File: src/rtl/mha_feeder.sv
// mha_feeder: streams a row-major frame buffer (N_TOK rows x D_MODEL words)
// into an MHA block over a valid/ready handshake, with a one-cycle init pulse
// before each frame.
// Optional feature: define MHA_FEED_CLS_EN to add a D_MODEL-word CLS row that
// is written with wr_cls=1 and sent ahead of the token rows in every frame.
module mha_feeder #(
  parameter int WIDTH   = 32,
  parameter int N_TOK   = 4,
  parameter int D_MODEL = 8
) (
  input  logic                              clk,
  input  logic                              reset,
  input  logic                              wr_en,
  input  logic [$clog2(N_TOK*D_MODEL)-1:0]  wr_addr,
  input  logic [WIDTH-1:0]                  wr_data,
`ifdef MHA_FEED_CLS_EN
  input  logic                              wr_cls,
`endif
  input  logic                              start,
  output logic                              busy,
  output logic                              done,
  output logic                              mha_init,
  input  logic                              mha_ready,
  output logic                              mha_valid,
  output logic [WIDTH-1:0]                  mha_data
);

  localparam int DEPTH = N_TOK * D_MODEL;
  localparam int AW    = $clog2(DEPTH);
`ifdef MHA_FEED_CLS_EN
  localparam int CW    = (D_MODEL > 1) ? $clog2(D_MODEL) : 1;
  localparam int TOTAL = DEPTH + D_MODEL;
`else
  localparam int TOTAL = DEPTH;
`endif
  localparam int IW    = $clog2(TOTAL);
  localparam logic [IW-1:0] LAST_IDX = IW'(TOTAL - 1);

  typedef enum logic [2:0] {
    IDLE,
    INIT,
    WAIT_RDY,
    STREAM,
    DONE
  } state_e;

  state_e          state_q, state_d;
  logic [IW-1:0]   idx_q, idx_d;
  logic [WIDTH-1:0] buf_q [DEPTH];
`ifdef MHA_FEED_CLS_EN
  logic [WIDTH-1:0] cls_q [D_MODEL];
`endif
  logic [WIDTH-1:0] word;

  // Buffer write port, open only in IDLE so a running frame sees stable data.
  // NOTE: the buffers are plain storage with no reset; their contents are
  // undefined after reset and a reset branch would only cost a clear path.
  always_ff @(posedge clk) begin
    if (wr_en && (state_q == IDLE)) begin
`ifdef MHA_FEED_CLS_EN
      if (wr_cls) begin
        cls_q[CW'(int'(wr_addr) % D_MODEL)] <= wr_data;
      end else begin
        buf_q[wr_addr] <= wr_data;
      end
`else
      buf_q[wr_addr] <= wr_data;
`endif
    end
  end

  // Select the word at the current stream index (CLS row first when enabled).
  always_comb begin
`ifdef MHA_FEED_CLS_EN
    if (idx_q < IW'(D_MODEL)) begin
      word = cls_q[CW'(idx_q)];
    end else begin
      word = buf_q[AW'(idx_q - IW'(D_MODEL))];
    end
`else
    word = buf_q[idx_q];
`endif
  end

  // State and stream index registers.
  // NOTE: sequential state uses non-blocking assignments so every register
  // samples pre-edge values, independent of statement order.
  always_ff @(posedge clk or posedge reset) begin
    if (reset) begin
      state_q <= IDLE;
      idx_q   <= '0;
    end else begin
      state_q <= state_d;
      idx_q   <= idx_d;
    end
  end

  // Next-state and index logic; a word transfers when STREAM sees ready.
  // NOTE: defaults come first so every path assigns state_d and idx_d and no
  // latch is inferred.
  always_comb begin
    state_d = state_q;
    idx_d   = idx_q;
    unique case (state_q)
      IDLE: begin
        if (start) begin
          state_d = INIT;
          idx_d   = '0;
        end
      end
      INIT:     state_d = WAIT_RDY;
      WAIT_RDY: if (mha_ready) state_d = STREAM;
      STREAM: begin
        if (mha_ready) begin
          if (idx_q == LAST_IDX) begin
            state_d = DONE;
          end else begin
            idx_d = idx_q + 1'b1;
          end
        end
      end
      DONE:     state_d = IDLE;
      default:  state_d = IDLE;
    endcase
  end

  // Outputs decode straight from the state register, so reset clears them at once.
  assign busy      = (state_q != IDLE);
  assign done      = (state_q == DONE);
  assign mha_init  = (state_q == INIT);
  assign mha_valid = (state_q == STREAM);
  assign mha_data  = mha_valid ? word : '0;

endmodule

File: config.mk
export PLATFORM = sky130hd
export DESIGN_NAME = mha_feeder
export DESIGN_NICKNAME = d
export VERILOG_FILES = /design/src/rtl/mha_feeder.sv
export SDC_FILE = /design/constraint.sdc
export NUM_CORES = 1
export LEC_CHECK = 0
export BUFFER_PORTS_ARGS = -buffer_cell sky130_fd_sc_hd__buf_2
export CORE_UTILIZATION = 45
export DETAILED_ROUTE_END_ITERATION = 10
export GPL_ROUTABILITY_DRIVEN = 0
export SLEW_MARGIN = 20
export SYNTH_ARGS = -nofsm -noshare
export SYNTH_HDL_FRONTEND = slang
export SYNTH_SLANG_ARGS = --single-unit
File: constraint.sdc
create_clock -name clk -period 4.41 [get_ports clk]
set_clock_uncertainty 0.15 [all_clocks]
set_input_delay 0.441 -clock clk [delete_from_list [all_inputs] [get_ports clk]]
set_output_delay 0.441 -clock clk [all_outputs]
set_load 0.01 [all_outputs]
==> Yosys cells after proc, flatten, opt, wreduce, memory -nomap -nowiden <==
Memories as Yosys holds them, arrays and structs flattened.
Cells that the tools add are included.
{ "totals": {"reg_bits": 8, "mem_bits_rw": 1024, "in_bits": 42, "output_inout_bits": 36, "wordCells": 32, "memories": 1} }
{ "op_classes": {"addsub": 1, "eq_ne": 10, "mux": 12, "reduce_logical": 6} }
{ "memory_table": {"columns": ["name", "words", "width", "read_ports", "rd_ports_with_merged_regs", "write_ports", "line_no", "source"], "rows": [
  ["buf_q", 32, 32, 1, 0, 1, "49", "logic [WIDTH-1:0] buf_q [DEPTH];"]
]} }
{ "ops": {"columns": ["operator", "count"], "rows": [
  ["two-way mux 32 bit", 1],
  ["two-way mux 5 bit", 3],
  ["two-way mux 3 bit", 4],
  ["case mux 3 bit (4 select lines)", 1],
  ["case mux 5 bit (2 select lines)", 1],
  ["inequality test 2 bit (second input constant)", 4],
  ["AND reduction 4 bit", 2],
  ["equality test 3 x 2 -> 1 bit (second input constant)", 2],
  ["adder 5 x 1 -> 5 bit (second input constant)", 1],
  ["equality test 5 bit (second input constant)", 1],
  ["equality test 3 x 1 -> 1 bit (second input constant)", 1],
  ["equality test 3 bit (second input constant)", 1],
  ["zero test 3 bit", 1],
  ["nonzero test 3 bit", 1],
  ["two-way mux 1 bit", 2],
  ["inequality test 2 x 1 -> 1 bit (second input constant)", 1],
  ["nonzero test 2 bit", 1],
  ["logical AND 1 bit", 1]
]} }

==> Longest topological paths before layout <==
Gate-level depths: netlist (run 1).
{ "depth": {"word_depth": 4, "depth_mapped": 9, "depth_no_buf": 7} }

==> Worst setup path after synthesis (run 1) <==
No wires, ideal clock.
{ "synth_path": {"path_kind": "register to register", "from": "reg state_q[1]", "to": "mem buf_q[12][0], enable pin", "setup_ps": 421, "arrival_time_ps": 2929, "required_ps": 3839, "path_slack_ps": 910, "stages_incl_launch_ff": 6, "path_buffers": 2, "synth_period_minus_slack_ps": 3500, "cell_sequence": "dfrtp_1 clkbuf_1 or4b_1 or3_1 clkbuf_1 nor2_1"} }
{ "synth_between": {"elab_chain_cells": 4} }
{ "synth_rtl": {"columns": ["element", "line_no", "source"], "rows": [
  ["from (decl)", "47", "state_e state_q, state_d;"],
  ["from (signal assigned)", "93", "state_q <= state_d;"],
  ["zero test 3 bit", "59", "if (wr_en && (state_q == IDLE)) begin"],
  ["logical AND 1 bit", "59", null],
  ["two-way mux 1 bit", "59", null],
  ["two-way mux 1 bit (not written as such)", "67", "buf_q[wr_addr] <= wr_data;"],
  ["to (decl)", "49", null]
]} }
No other way between the ends.

==> Worst setup path in the final report (run 1) <==
{ "layout_path": {"from": "reg idx_q[0]", "to": "out mha_data[25]"} }
{ "layout_between": {"elab_chain_cells": 2} }
{ "layout_rtl": {"columns": ["element", "line_no", "source"], "rows": [
  ["from (decl)", "48", "logic [IW-1:0] idx_q, idx_d;"],
  ["from (signal assigned)", "94", "idx_q <= idx_d;"],
  ["memory read (32 x 32 bit)", null, null],
  ["two-way mux 32 bit", "132", "assign mha_data = mha_valid ? word : '0;"],
  ["to (decl)", "25", "output logic [WIDTH-1:0] mha_data"]
]} }
No other way between the ends.

==> key figures, run 1 <==
Run status
  – Status: finished clean

GRT
  – Initial antenna violation count: 3
  – Vias in the first global route: 19977
  – Total GRT Usage: 0.226
  – Overflow after GRT: 0
  – Global-route wire length before repair: 142000 µm
  – Largest net degree at the start of global routing: 63

Detailed routing
  – Final ANT Viol Nets: 0
  – Vias/cell: 6.14
  – Final WL: 99600 µm
  – DRT Pass-1 Iters: 6
  – Via count: 19640
  – First DRT Iteration DRCs: 2213
  – Drc violations: 0
  – Wire length per cell: 31.1 µm

Synthesis
  – Post-synth EDFFs: 1024
  – Cell variety after synth: 41
  – Register area share after synthesis: 0.785
  – Number of synthesized register bits: 1032
  – Async set-reset flop share out of synthesis: 0.00775
  – Most numerous cell in the Yosys netlist: edfxtp_1
  – Share of the synthesized area in the top cell type: 0.780
  – Netlist Area Pre-Place: 39400 µm²
  – Post-synth top area cell: edfxtp_1
  – Synth top area cells: edfxtp_1 (78%), mux4_2 (11%), mux2i_1 (3.4%), a22o_1 (0.71%), o221ai_1 (0.69%)
  – Post-Syn Instances: 1777
  – Syn_nets: 1821
  – Warnings, synthesis: 0
  – Ys flop type: edfxtp_1
  – Avg Cell Area, Syn: 22.2 µm²
  – Commonest cells in the netlist: edfxtp_1 (1024), mux4_2 (192), mux2i_1 (132), clkbuf_1 (50), nor2_1 (40)

Worst hold path
  – End of the worst hold path: buf_q[19][21]
  – Worst hold path class: input pin to register
  – Worst Hold Launch: wr_data[21]
  – Hold Path Depth: 1

Timing
  – Final Hold Vio Count: 0
  – Unrepaired setup endpoints after global routing: false
  – Period utilisation layout: 0.938
  – Setup TNS Final: 0 ns
  – Measured slew at the worst slew-check pin: 0.837 ns
  – Relative slew slack: 0.442
  – Max Freq: 242 MHz
  – Slew Limit Fails: 0
  – PnR worst setup slack: 0.272 ns
  – Min cycle time layout: 4.14 ns
  – Setup-failing EPs final: 0

Clock network
  – CTS Sinks: 1032
  – Maximum clock insertion buffer count: 3
  – CTS resizes: 0
  – CTS tree: done
  – Clock Latency Late Sink: 0.65 ns
  – CTS buffer count: 101
  – CTS H-Tree Depth: 3
  – Setup Fix Bufs, Post-CTS: 0
  – Reg clk slew, reported paths: 0.06 ns
  – Root Driver: clkbuf_16

Layout
  – Layout area overhead: 14.9%
  – FILL cells: 6766
  – Final #Nets: 2006
  – Number of diodes: 0
  – Layout cells sized above 1: 0.283

Pwr
  – Part of the power in the clock network: 0.325
  – Switching share of power: 0.283
  – P_int: 18.6 mW
  – Pwr Density: 572 nW/µm²
  – Pleak: 14.2 nW
  – Share of power burned in combinational logic: 0.246
  – Switch Pwr: 7.33 mW
  – Peak supply drop: 0.000343 V
  – Flop pwr share: 0.429

Setup path
  – CP Capture Type: output port
  – Reg2reg end: buf_q[4][27]
  – Cell family with the largest share of critical-path delay: flip-flops
  – Critical path class: register to output port
  – Crit path arrival time: 3.55 ns
  – Startpoint Class: register
  – FF-to-FF path depth: 4
  – Crit-path most repeated cell: buf_4
  – Crit path max fanout: 31
  – Slowest-stage cell, CP: dfrtp_4
  – Bufs and invs on worst path: 3
  – Worst stage delay on the critical path: 0.86 ns
  – R2R Setup Slk: 1.02 ns
  – FF-to-FF Start: state_q[0]
  – Req. time, crit path: 3.82 ns
  – CP Cell Sequence: buf_4, buf_4, mux4_2, a22o_1, a2111oi_2, a211oi_1, buf_2

Floorplanning
  – Core Rows: 108
  – Die ar.: 88800 µm²
  – Core ar.: 86800 µm²
  – Vert. Die Dim: 298 µm
  – I/O Pins: 78
  – Die width: 298 µm
  – Starting density of the core: 0.454

Job
  – Max-Cap Viols: 0

Placed design
  – Setup WS pre-CTS: 0.909 ns
  – Port Buf Inserts: 77
  – Dpl hpwl: 53600 µm
==> sequential cells by signal (all words and copies together), names as in the netlist <==
| signal | cells |
|---|---|
| buf_q | 1024 |
| state_q | 3 |
| idx_q | 5 |
==> routing by layer <==
metal  GRT usage  vias to the layer above  share of wire
li1            -                     7995              -
met1       0.330                    10618           0.42
met2       0.351                      879           0.47
met3      0.0410                      144          0.079
met4      0.0620                        4          0.023
met5           0                        -        0.00026
==> power by group through the flow <==
stage | logic, mW | registers (mW) | clock network, mW
final | 6.38 | 11.1 | 8.42
after global routing | 6.80 | 11.1 | 8.92
after CTS | 6.48 | 11.1 | 8.52
after detailed placement | 6.46 | 11.3 | 0
after global placement | 6.41 | 11.3 | 0
after floorplan | 4.57 | 11.0 | 0
==> cells in the final DEF (no fill, tap or decap), types with 2 or more instances in the layout <==
master | synthesis | routed
nor2b_4 | 0 | 2
buf_12 | 0 | 23
buf_4 | 18 | 86
clkinv_1 | 0 | 23
nor2_4 | 0 | 33
nand4_1 | 2 | 2
inv_6 | 0 | 4
buf_2 | 12 | 77
mux4_2 | 192 | 192
clkinvlp_4 | 0 | 4
inv_1 | 5 | 5
o22ai_1 | 32 | 32
a2111oi_0 | 22 | 22
clkbuf_1 | 50 | 12
clkinv_2 | 0 | 29
o221ai_1 | 31 | 31
ha_1 | 2 | 2
o21ai_0 | 6 | 6
or3_1 | 2 | 2
nor3_1 | 2 | 2
nand3_1 | 5 | 4
clkbuf_16 | 0 | 102
a211oi_1 | 32 | 32
dfrtp_1 | 8 | 4
dfrtp_4 | 0 | 4
nor3b_1 | 2 | 2
nand3b_1 | 6 | 6
nor2_1 | 40 | 7
a2111oi_2 | 8 | 8
mux2i_1 | 132 | 132
a21oi_1 | 31 | 31
a22oi_1 | 31 | 31
nand2_1 | 10 | 10
dlygate4sd3_1 | 0 | 2
a22o_1 | 32 | 32
bufinv_16 | 0 | 10
edfxtp_1 | 1024 | 1024
==> cell type report <==
type / count / area [µm²] / area share
repair buffers: 188 / 1510 / 0.0334
inverters: 5 / 18.8 / 0.000415
multi-input cells: 634 / 8090 / 0.179
flip-flops and latches: 1032 / 31000 / 0.684
clock buffers: 114 / 2600 / 0.0574
clock inverters: 73 / 633 / 0.0140
well taps: 1155 / 1450 / 0.0319
==> worst max path at each step <==
stage / cells past startpoint / slack, ns / start / end
floorplan: 5 / 0.91 / state_q[1] / buf_q[12][0]
global route: 7 / 0.05 / idx_q[0] / mha_data[10]
finish: 7 / 0.27 / idx_q[0] / mha_data[25]
global placement: 7 / 0.94 / idx_q[0] / mha_data[25]
detailed placement: 7 / 0.91 / idx_q[0] / mha_data[25]
CTS: 7 / 0.20 / idx_q[0] / mha_data[25]
==> kinds of logic (layout without fill, tap and decap cells) <==
logic type	Yosys count	after routing	synth area share
simple gates	76	76	0.00908
fa+ha+maj	2	2	0.000635
flops	1032	1032	0.785
buf+inv	111	380	0.0162
compound gates	232	232	0.0453
mux	324	324	0.143
==> through the flow <==
stage / hold slack, ns / cells / util / cell area [µm²] / power (mW)
finish: 0.126 / 3201 / 0.522 / 45300 / 25.9
global route: 0.117 / 3201 / 0.522 / 45300 / 26.8
CTS: 0.0907 / 3201 / 0.522 / 45300 / 26.1
floorplan: 0.107 / 1777 / - / 39400 / 15.6
global placement: 0.313 / 3012 / 0.484 / 42000 / 17.7
detailed placement: 0.325 / 3012 / 0.484 / 42000 / 17.8
==> timing repair <==
action                                  in CTS  in global routing
endpoints found under the setup margin       0                  0
endpoints found under the hold margin       13                  0
hold buffers                                 2                  0
Power figures use the tool's default switching activity.
==> inputs of run 2 (changes only) <==
- BUFFER_PORTS_ARGS: -buffer_cell sky130_fd_sc_hd__buf_2 -> -buffer_cell sky130_fd_sc_hd__clkbuf_2
- REMOVE_ABC_BUFFERS: not set -> 1
==> run 2 against run 1 <==
Die area stayed put; non-clock buffer count is 32 lower; via count is 2.8% lower; wire length is 3.6% lower; fmax is 0.70% lower; critical path type unchanged; global-route usage is 0.75 points lower; final cell count is 1.2% lower; clock-buffer cell count is 12 higher; highest routed layer is now met4; utilization is 0.17 points lower; clock power hardly changed; sequential cell count stayed put; power is 0.71% lower.
==> key figures, run 2 (synthesis results as in run 1) <==
Run status
  – Status: finished clean

Timing
  – Max Freq: 240 MHz (-0.70%)
  – Measured slew at the worst slew-check pin: 0.872 ns (+0.0341 ns)
  – Relative slew slack: 0.419 (-0.0228)
  – Final Hold Vio Count: 0 (unchanged)
  – Period utilisation layout: 0.945 (+0.00660)
  – Slew Limit Fails: 0 (unchanged)
  – Setup-failing EPs final: 0 (unchanged)
  – Min cycle time layout: 4.17 ns (+0.0291 ns)
  – Unrepaired setup endpoints after global routing: false
  – Setup TNS Final: 0 ns (unchanged)

Setup path
  – FF-to-FF Start: idx_q[0]
  – CP Capture Type: output port
  – Crit path from: idx_q[2]
  – Crit path max fanout: 38 (+23%)
  – Critical path class: register to output port
  – CP Cell Sequence: buf_4, mux4_2, a22o_1, a2111oi_0, a211oi_1, clkbuf_2
  – Bufs and invs on worst path: 2 (-1)
  – R2R Setup Slk: 1.14 ns (+0.12 ns)
  – Startpoint Class: register
  – FF-to-FF path depth: 8 (+4)
  – Req. time, crit path: 3.82 ns (about the same)
  – Reg2reg end: idx_q[3]
  – Worst stage delay on the critical path: 0.63 ns (-0.23 ns)
  – Cell family with the largest share of critical-path delay: compound AO/OA/AOI/OAI gates
  – Slowest-stage cell, CP: a2111oi_0
  – Crit path arrival time: 3.58 ns (+0.03 ns)

Detailed routing
  – Drc violations: 0 (unchanged)
  – Wire length per cell: 30.3 µm (-2.5%)
  – Vias/cell: 6.04 (-1.6%)
  – Via count: 19096 (-2.8%)
  – DRT Pass-1 Iters: 5 (-1)
  – First DRT Iteration DRCs: 2016 (-8.9%)
  – Final WL: 96000 µm (-3.6%)
  – Final ANT Viol Nets: 0 (unchanged)

Layout
  – Final #Nets: 1974 (-1.6%)
  – Largest registers: buf_q (1024), idx_q (5), state_q (3)
  – Layout area overhead: 14.5%
  – Area occupied by multi-input gates: 8090 µm² (unchanged)
  – Top reg by flops: buf_q
  – Reg area: 31000 µm² (unchanged)
  – Most frequent cells in the layout: edfxtp_1 (1024), mux4_2 (192), mux2i_1 (132)
  – Commonest non-fill, non-tap cell in the layout: edfxtp_1
  – FILL cells: 6726 (-0.59%)
  – Layout cells sized above 1: 0.266 (-0.0174)
  – Post-route cell area: 45100 µm² (-0.32%)
  – Core Util, Final: 0.520 (-0.00167)
  – Max reg flops: 1024 (unchanged)

Pwr
  – Switching share of power: 0.281 (-0.00195)
  – Peak supply drop: 0.000385 V (+12%)
  – Flop pwr share: 0.431 (+0.002)
  – Pleak: 14.1 nW (-1.1%)
  – Pwr Density: 570 nW/µm² (-0.39%)
  – Share of power burned in combinational logic: 0.241 (-0.005)
  – P_int: 18.5 mW (-0.44%)
  – Part of the power in the clock network: 0.329 (+0.004)
  – Tot Pwr: 25.7 mW (-0.71%)
  – Switch Pwr: 7.23 mW (-1.4%)

Placed design
  – Port Buf Inserts: 77 (unchanged)
  – Placed cell areas: 41800 µm² (-0.39%)
  – Dpl hpwl: 52600 µm (-1.9%)

GRT
  – Vias in the first global route: 19379 (-3.0%)
  – Largest net degree at the start of global routing: 57 (-9.5%)
  – Overflow after GRT: 0 (unchanged)
  – Global-route wire length before repair: 138000 µm (-2.8%)
  – Initial antenna violation count: 2 (-1)
  – Total GRT Usage: 0.218 (-0.00749)

Floorplanning
  – I/O Pins: 78 (unchanged)
  – Core ar.: 86800 µm² (unchanged)
  – Starting density of the core: 0.454 (unchanged)
  – Core Rows: 108 (unchanged)
  – Vert. Die Dim: 298 µm (unchanged)
  – Die width: 298 µm (unchanged)
  – Die ar.: 88800 µm² (unchanged)

Clock network
  – Maximum clock insertion buffer count: 3 (unchanged)
  – Reg clk slew, reported paths: 0.06 ns (about the same)
  – CTS Sinks: 1032 (unchanged)
  – Setup Fix Bufs, Post-CTS: 0 (unchanged)
  – CTS H-Tree Depth: 3 (unchanged)
  – CTS buffer count: 101 (unchanged)
  – CTS tree: done
  – Root Driver: clkbuf_16
  – Hold Buf Count CTS: 2 (unchanged)
  – CTS resizes: 0 (unchanged)
  – Clock Latency Late Sink: 0.66 ns (about the same)

Worst hold path
  – Worst Hold Launch: start
  – Hold Path Depth: 4 (+3)
  – End of the worst hold path: state_q[0]
  – Worst hold path class: input pin to register

Job
  – Max-Cap Viols: 0 (unchanged)
==> run 2: cell types whose count changed in the layout (fill, tap and decap cells not counted), moves of 6 or more <==
cell | before | now
buf_2 | 77 | 0
buf_12 | 23 | 29
clkinv_2 | 29 | 16
clkbuf_1 | 12 | 23
buf_4 | 86 | 48
clkbuf_2 | 0 | 77
==> run 2: power groups by stage <==
stage	clock network (mW)	logic, mW	registers [mW]
floorplan	0	3.23	11.6
global placement	0	6.27	11.3
detailed placement	0	6.30	11.3
CTS	8.58	6.32	11.1
global route	8.95	6.62	11.1
finish	8.45	6.19	11.1
==> run 2: worst register-to-register path, delay by kind of cell (launching register included) <==
| family | cells | cell delay [ns] |
|---|---|---|
| buf+inv | 2 | 0.68 |
| compound gates | 3 | 0.90 |
| simple gates | 1 | 0.18 |
| fa+ha+maj | 2 | 0.55 |
| flops | 1 | 0.68 |
==> run 2: through the flow <==
stage / setup WS [ns] / cells / hold WS (ns)
floorplan: -9.05 / 1671 / 0.107
global placement: 1.00 / 2980 / 0.275
detailed placement: 0.864 / 2980 / 0.284
CTS: 0.154 / 3162 / 0.0616
global route: 0.0865 / 3162 / 0.103
finish: 0.243 / 3164 / 0.0868
==> run 2: final cells by class <==
cell class | count | area share
Clock buffer | 126 | 0.0588
Timing Repair Buffer | 156 | 0.0298
Antenna cell | 2 | 0.000111
Inverter | 5 | 0.000416
Clock inverter | 54 | 0.0131
Tap cell | 1155 | 0.0320
Sequential cell | 1032 | 0.686
Multi-Input combinational cell | 634 | 0.179
==> run 2: worst max path at each step <==
stage,endpoint,slack (ns),depth (start not counted)
6_report,mha_data[2],0.24,6
5_1_grt,mha_data[2],0.09,6
4_1_cts,mha_data[2],0.15,6
3_5_place_dp,mha_data[2],0.86,6
3_3_place_gp,mha_data[2],1.00,5
2_1_floorplan,idx_q[0],-9.05,7
==> run 2: routing by layer <==
metal | global-route usage | vias up | wire, µm
met4 | 0.0586 | 0 | 1980
met2 | 0.354 | 676 | 47100
met1 | 0.311 | 10375 | 40600
met5 | 0 | - | 0
met3 | 0.0333 | 123 | 6320
li1 | - | 7922 | -
